$ cat config.mk
export PLATFORM = sky130hd
export DESIGN_NAME = iir_sample_feeder
export DESIGN_NICKNAME = d
export VERILOG_FILES = /design/src/rtl/iir_pkg.sv /design/src/rtl/iir_sync_fifo.sv /design/src/rtl/iir_sample_feeder.sv
export SDC_FILE = /design/constraint.sdc
export NUM_CORES = 1
export LEC_CHECK = 0
export ABC_CLOCK_PERIOD_IN_PS = 5200
export CAP_MARGIN = 40
export CORE_MARGIN = 1
export CORE_UTILIZATION = 58
export CTS_CLUSTER_SIZE = 20
export DETAILED_ROUTE_END_ITERATION = 8
export GPL_TIMING_DRIVEN = 0
export MAX_ROUTING_LAYER = met4
export PLACE_DENSITY = 0.93
export SYNTH_ARGS = -nofsm -noshare
export SYNTH_HDL_FRONTEND = slang
export SYNTH_SLANG_ARGS = --single-unit
$ cat constraint.sdc
create_clock -name clock -period 5.2 [get_ports clock]
set_clock_uncertainty 0.1 [all_clocks]
set_input_delay 0.52 -clock clock [delete_from_list [all_inputs] [get_ports clock]]
set_output_delay 0.52 -clock clock [all_outputs]
set_load 0.05 [all_outputs]
$ cat src/rtl/iir_pkg.sv
// -----------------------------------------------------------------------------
// iir_pkg
// Shared constants and types for the first-order IIR and its sample feeder.
//   DATA_W         : sample / initial-condition width used by the IIR
//   DEPTH_DEF      : default feeder FIFO depth (power of two)
//   RATE_W_DEF     : default width of the output cadence register
//   PRIME_LVL_DEF  : default FIFO occupancy needed before streaming
//   feeder_state_e : feeder sequencing states
// -----------------------------------------------------------------------------
package iir_pkg;

  localparam int DATA_W        = 6;
  localparam int DEPTH_DEF     = 8;
  localparam int RATE_W_DEF    = 4;
  localparam int PRIME_LVL_DEF = 2;

  typedef enum logic [1:0] {
    ST_IDLE  = 2'd0,
    ST_PRIME = 2'd1,
    ST_RUN   = 2'd2
  } feeder_state_e;

endpackage

$ cat src/rtl/iir_sync_fifo.sv
// -----------------------------------------------------------------------------
// iir_sync_fifo
// Single-clock FIFO with registered occupancy. Pushes are ignored while full
// and pops are ignored while empty; there is no write-to-read pass-through.
// Ports:
//   clock, rst : rising-edge clock, synchronous active-high reset
//   push/wdata : write request and data
//   pop/rdata  : read request; rdata always shows the current head entry
//   count      : occupancy 0..DEPTH
//   full/empty : decoded from the registered occupancy
// -----------------------------------------------------------------------------
module iir_sync_fifo #(
  parameter int DATA_W = iir_pkg::DATA_W,
  parameter int DEPTH  = iir_pkg::DEPTH_DEF,
  localparam int AW    = $clog2(DEPTH),
  localparam int CW    = AW + 1
) (
  input  logic              clock,
  input  logic              rst,
  input  logic              push,
  input  logic              pop,
  input  logic [DATA_W-1:0] wdata,
  output logic [DATA_W-1:0] rdata,
  output logic [CW-1:0]     count,
  output logic              full,
  output logic              empty
);

  logic [DATA_W-1:0] mem_q [DEPTH];
  logic [AW-1:0]     wr_ptr_q;
  logic [AW-1:0]     rd_ptr_q;
  logic [CW-1:0]     count_q;
  logic              do_push_s;
  logic              do_pop_s;

  assign full      = (count_q == CW'(DEPTH));
  assign empty     = (count_q == {CW{1'b0}});
  assign do_push_s = push && !full;
  assign do_pop_s  = pop && !empty;
  assign rdata     = mem_q[rd_ptr_q];
  assign count     = count_q;

  // Storage array; contents are don't-care until written, so no reset.
  always_ff @(posedge clock) begin
    if (do_push_s) begin
      mem_q[wr_ptr_q] <= wdata;
    end
  end

  // Pointers (wrap naturally, DEPTH is a power of two) and occupancy.
  always_ff @(posedge clock) begin
    if (rst) begin
      wr_ptr_q <= {AW{1'b0}};
      rd_ptr_q <= {AW{1'b0}};
      count_q  <= {CW{1'b0}};
    end else begin
      if (do_push_s) begin
        wr_ptr_q <= wr_ptr_q + AW'(1);
      end
      if (do_pop_s) begin
        rd_ptr_q <= rd_ptr_q + AW'(1);
      end
      case ({do_push_s, do_pop_s})
        2'b10:   count_q <= count_q + CW'(1);
        2'b01:   count_q <= count_q - CW'(1);
        default: count_q <= count_q;
      endcase
    end
  end

endmodule

$ cat src/rtl/iir_sample_feeder.sv
// -----------------------------------------------------------------------------
// iir_sample_feeder
// Buffers upstream samples and releases them to the IIR at a fixed cadence of
// one sample per (rate+1) clocks, and forwards initial-condition loads.
// Ports:
//   clock, rst            : rising-edge clock, synchronous active-high reset
//   s_data/s_valid/s_ready: upstream valid/ready sample interface
//   run                   : streaming enable (level)
//   rate                  : clocks between output samples minus one
//   ic_value/ic_load      : initial-condition value and one-cycle load request
//   inp/inp_valid         : sample to the IIR with one-cycle strobe
//   in_cd/in_cd_valid     : initial condition to the IIR with one-cycle strobe
//   count                 : FIFO occupancy
//   overflow              : sticky, write attempted while full
//   underrun              : one-cycle pulse, cadence tick found the FIFO empty
// -----------------------------------------------------------------------------
module iir_sample_feeder
  import iir_pkg::*;
#(
  parameter int DEPTH     = DEPTH_DEF,
  parameter int RATE_W    = RATE_W_DEF,
  parameter int PRIME_LVL = PRIME_LVL_DEF,
  localparam int CW       = $clog2(DEPTH) + 1
) (
  input  logic              clock,
  input  logic              rst,
  input  logic [DATA_W-1:0] s_data,
  input  logic              s_valid,
  output logic              s_ready,
  input  logic              run,
  input  logic [RATE_W-1:0] rate,
  input  logic [DATA_W-1:0] ic_value,
  input  logic              ic_load,
  output logic [DATA_W-1:0] inp,
  output logic              inp_valid,
  output logic [DATA_W-1:0] in_cd,
  output logic              in_cd_valid,
  output logic [CW-1:0]     count,
  output logic              overflow,
  output logic              underrun
);

  feeder_state_e     state_q, state_d;
  logic [RATE_W-1:0] tick_cnt_q, tick_cnt_d;
  logic [DATA_W-1:0] inp_q;
  logic              inp_valid_q;
  logic [DATA_W-1:0] in_cd_q;
  logic              in_cd_valid_q;
  logic              overflow_q;
  logic              underrun_q;

  logic [DATA_W-1:0] fifo_rdata_s;
  logic [CW-1:0]     fifo_count_s;
  logic              fifo_full_s;
  logic              fifo_empty_s;
  logic              push_s;
  logic              pop_s;
  logic              tick_s;

  // ic_load restarts the cadence, so it swallows a tick in the same cycle.
  assign tick_s  = (state_q == ST_RUN) && (tick_cnt_q == {RATE_W{1'b0}}) && !ic_load;
  assign s_ready = !fifo_full_s;
  assign push_s  = s_valid && s_ready;
  assign pop_s   = tick_s && !fifo_empty_s;

  iir_sync_fifo #(
    .DATA_W (DATA_W),
    .DEPTH  (DEPTH)
  ) u_fifo (
    .clock (clock),
    .rst   (rst),
    .push  (push_s),
    .pop   (pop_s),
    .wdata (s_data),
    .rdata (fifo_rdata_s),
    .count (fifo_count_s),
    .full  (fifo_full_s),
    .empty (fifo_empty_s)
  );

  // Next-state and cadence counter. Outside RUN the counter tracks `rate`, so
  // entering RUN starts a full period.
  always_comb begin
    state_d    = state_q;
    tick_cnt_d = tick_cnt_q;
    case (state_q)
      ST_IDLE: begin
        tick_cnt_d = rate;
        if (run) begin
          state_d = ST_PRIME;
        end else begin
          state_d = ST_IDLE;
        end
      end
      ST_PRIME: begin
        tick_cnt_d = rate;
        if (!run) begin
          state_d = ST_IDLE;
        end else if (fifo_count_s >= CW'(PRIME_LVL)) begin
          state_d = ST_RUN;
        end else begin
          state_d = ST_PRIME;
        end
      end
      ST_RUN: begin
        if (!run) begin
          state_d = ST_IDLE;
        end else begin
          state_d = ST_RUN;
        end
        if (ic_load || (tick_cnt_q == {RATE_W{1'b0}})) begin
          tick_cnt_d = rate;
        end else begin
          tick_cnt_d = tick_cnt_q - RATE_W'(1);
        end
      end
      default: begin
        state_d    = ST_IDLE;
        tick_cnt_d = rate;
      end
    endcase
  end

  // State, cadence counter and all registered outputs.
  always_ff @(posedge clock) begin
    if (rst) begin
      state_q       <= ST_IDLE;
      tick_cnt_q    <= rate;
      inp_q         <= {DATA_W{1'b0}};
      inp_valid_q   <= 1'b0;
      in_cd_q       <= {DATA_W{1'b0}};
      in_cd_valid_q <= 1'b0;
      overflow_q    <= 1'b0;
      underrun_q    <= 1'b0;
    end else begin
      state_q       <= state_d;
      tick_cnt_q    <= tick_cnt_d;
      inp_valid_q   <= pop_s;
      underrun_q    <= tick_s && fifo_empty_s;
      in_cd_valid_q <= ic_load;
      if (pop_s) begin
        inp_q <= fifo_rdata_s;
      end
      if (ic_load) begin
        in_cd_q <= ic_value;
      end
      if (s_valid && !s_ready) begin
        overflow_q <= 1'b1;
      end
    end
  end

  assign inp         = inp_q;
  assign inp_valid   = inp_valid_q;
  assign in_cd       = in_cd_q;
  assign in_cd_valid = in_cd_valid_q;
  assign count       = fifo_count_s;
  assign overflow    = overflow_q;
  assign underrun    = underrun_q;

endmodule

==> impl_metrics.yaml <==
placed_design:
  dpl_cell_area_mm2: 0.003726
  gp_congestion: 0.8266
  dp_hpwl_um: 4031
  port-buffer-count: 39
grt:
  grt_max_degree: 15
  grtUsageTotal: 0.2264
  grt_pass1_vias: 1949
  antenna_found_initial: 0
  grt_pass1_wl_um: 9446
  grt_overflow: 0
timing:
  finalWorstPathRequiredPeriod_ns: 2.924
  tns_ns: 0
  timing.fmax_mhz: 342.0
  finalHoldViolations: 0
  slew_viol_final: 0
  max_slew_margin: 0.4623
  setup_viol_count_final: 0
  min_period_over_period: 0.5623
  tightest_slew_ns: 0.8004
  rsz0062_at_grt: "no"
setup_path:
  cp_max_fo: 11
  reg2reg_from: "u_fifo.count[1]$_SDFFE_PP0P_"
  worstPathArrival_ns: 3.10
  path_buf_inv: 3
  worstPathCellList: "buf_6, or4_4, and3_1, buf_6, buf_12, ha_1, xor2_1, ha_1, a21oi_1, xor2_1, or3_1, a21oi_1"
  slowest_stage: "or4_4"
  reg2reg_slack_ns: 2.28
  startpoint_type: "register"
  r2r_end: "u_fifo.count[2]$_SDFFE_PP0P_"
  critPathRequiredTime_ns: 5.37
  endpoint_kind: "register"
  critPathKind: "reg2reg"
  worst_path_dominant_cell_family: "simple AND/OR/NAND/NOR gates"
  reg2reg_depth: 12
  slowest_delay_ns: 0.52
yosys:
  ys_types: 36
  avgSynthCellArea_um2: 14.58
  yosysSeqAreaShare: 0.6432
  synth_mux_area_frac: 0.1303
  syn-num-nets: 249
  synth_top_family_by_area: "multiplexers"
  netlist_instances: 222
  yosys_warnings: 0
  synth_flop_cell: "edfxtp_1"
  synth_seq_cells: 80
  synthSimpleGateAreaFrac: 0.09818
  synthArstFlopShare: 0
  syn-cell-area_mm2: 0.003237
  synth-compound-area-share: 0.04793
  synth_xor_area_frac: 0.02435
  synth_fa_ha_area_frac: 0.02319
  synth_edf_count: 48
finish:
  design_area_mm2: 0.003924
  antenna_cells: 0
  fin_util: 0.7492
  area_growth_pct: 21.22
  final_nets: 302
  layout-drive-gt1-share: 0.1500
  nFillCells: 322
detailed_routing:
  ant_nets: 0
  vias_per_cell: 5.483
  drc: 0
  drt-initial-drc-count: 152
  dr_total_vias: 1919
  wl_um: 5764
  firstDrtPassIters: 4
  routedWlPerCell_um: 16.47
min_path:
  hp-start: "ic_load"
  hold_end: "in_cd_valid$_SDFF_PP0_"
  hp-class: "in2reg"
  hold_depth: 2
cts:
  cts_tree: "done"
  cts_buffers: 9
  htree_levels: 3
  clk_latency_ns: 0.35
  cts_resized: 0
  clk_pin_slew_worst_paths_ns: 0.07
  cts_root_buf: "clkbuf_8"
  clock_sinks: 80
  ctsHoldBuffers: 0
  postCtsSetupRepairBufs: 0
  clock_path_buffers: 2
job:
  maxCapViolations: 0
die:
  initial_core_util: 0.6180
  die_h_um: 76.71
  coreArea_mm2: 0.005238
  die_w_um: 76.71
  io_pins: 42
  dieArea_mm2: 0.005884
  rows: 26
power:
  p_leak_nw: 1.358
  irDropWorstVdd_mv: 0.2908
  p_per_area_mw_per_mm2: 314.7
outcome:
  status: "finished, final reports clean"
layout make-up:
class | count | area, um^2 | area share
Buffer | 12 | 87.58 | 0.02232
Clock buffer | 10 | 127.6 | 0.03253
Clock inverter | 6 | 60.06 | 0.01531
Inverter | 5 | 18.77 | 0.004783
Multi-Input combinational cell | 125 | 1049 | 0.2672
Sequential cell | 80 | 2082 | 0.5306
Tap cell | 70 | 87.58 | 0.02232
Timing Repair Buffer | 42 | 411.6 | 0.1049
through the flow:
stage          total power, mW  hold slack (ns)  instances  setup WS (ns)
2_1_floorplan           0.7682           0.3378        222          2.075
3_3_place_gp            0.8026           0.3481        331          2.364
3_5_place_dp            0.8099           0.3679        332          2.296
4_1_cts                  1.244           0.3590        348          2.275
5_1_grt                  1.276           0.3703        350          2.174
6_report                 1.235           0.3731        350          2.276
routing by layer:
| layer | global-route usage | up-vias | wire length (um) |
|---|---|---|---|
| met2 | 0.3330 | 69 | 2799 |
| met5 | - | - | 0 |
| met4 | 0.1231 | 0 | 157 |
| met1 | 0.2901 | 907 | 2526 |
| li1 | - | 927 | - |
| met3 | 0.05595 | 16 | 281 |
worst max-delay path by stage:
stage / startpoint / end / cells past startpoint
after detailed placement: u_fifo.count[1]$_SDFFE_PP0P_ / u_fifo.count[2]$_SDFFE_PP0P_ / 12
after CTS: u_fifo.count[1]$_SDFFE_PP0P_ / u_fifo.count[2]$_SDFFE_PP0P_ / 12
after global placement: u_fifo.count[1]$_SDFFE_PP0P_ / u_fifo.count[2]$_SDFFE_PP0P_ / 12
after global routing: u_fifo.count[1]$_SDFFE_PP0P_ / u_fifo.count[2]$_SDFFE_PP0P_ / 12
final: u_fifo.count[1]$_SDFFE_PP0P_ / u_fifo.count[2]$_SDFFE_PP0P_ / 12
after floorplan: u_fifo.count[1]$_SDFFE_PP0P_ / u_fifo.count[2]$_SDFFE_PP0P_ / 11
cell families (layout without fill, tap and decap cells):
family	after synthesis	after routing
flip-flops	80	80
AND/OR/NAND/NOR	63	63
multiplexers	27	27
AO/OA/AOI/OAI	20	20
buffers and inverters	17	75
XOR/XNOR	9	9
adder cells (fa/ha/maj)	6	6
synthesized netlist by cell type (all sizes together) (4+ instances only):
master,n,area (um^2)
nand2,7,28.78
nor3,7,35.03
xor2,7,61.31
mux2i,14,140.1
buf,8,72.57
mux4,12,270.3
nand2b,6,37.54
inv,5,18.77
edfxtp,48,1441
ha,6,75.07
nor2,26,97.59
dfxtp,32,640.6
a21oi,6,30.03
a211oi,6,75.07
clkbuf,4,15.01
o21ai,5,25.02
placed cells by master (no fill, tap or decap), types with 3 or more instances in the layout:
master / count
dfxtp_1: 32
nor2_1: 26
clkbuf_1: 5
ha_1: 6
xor2_1: 7
buf_6: 3
mux4_2: 12
nor3_1: 7
nand3_1: 3
a21oi_1: 6
edfxtp_1: 48
mux2i_1: 14
nor2b_1: 3
clkbuf_8: 9
o21ai_1: 3
nand2b_1: 6
clkdlybuf4s50_1: 39
inv_1: 5
nand2_1: 6
nor3b_1: 3
a211oi_2: 6
buf_1: 3
flip-flops by register name, summed over array words and instances (netlist names):
register and flops:
in_cd_valid 1, underrun 1, u_fifo.mem_q 48, overflow 1, state_q 2, inp_valid 1
in_cd 6, inp 6, tick_cnt_q 4, u_fifo.count 4, u_fifo.rd_ptr_q 3, u_fifo.wr_ptr_q 3
worst reg2reg max path, cell delays in order (launching register included):
cell	delay, ns
dfxtp_1	0.33
buf_6	0.13
or4_4	0.52
and3_1	0.17
buf_6	0.14
buf_12	0.15
ha_1	0.27
xor2_1	0.18
ha_1	0.19
a21oi_1	0.15
xor2_1	0.09
or3_1	0.30
a21oi_1	0.14
report_power, final:
group / internal, mW / switching (mW)
logic: 0.0431 / 0.0540
clock network: 0.220 / 0.218
registers: 0.689 / 0.0104
No activity file was read; power rests on OpenSTA's default activity.
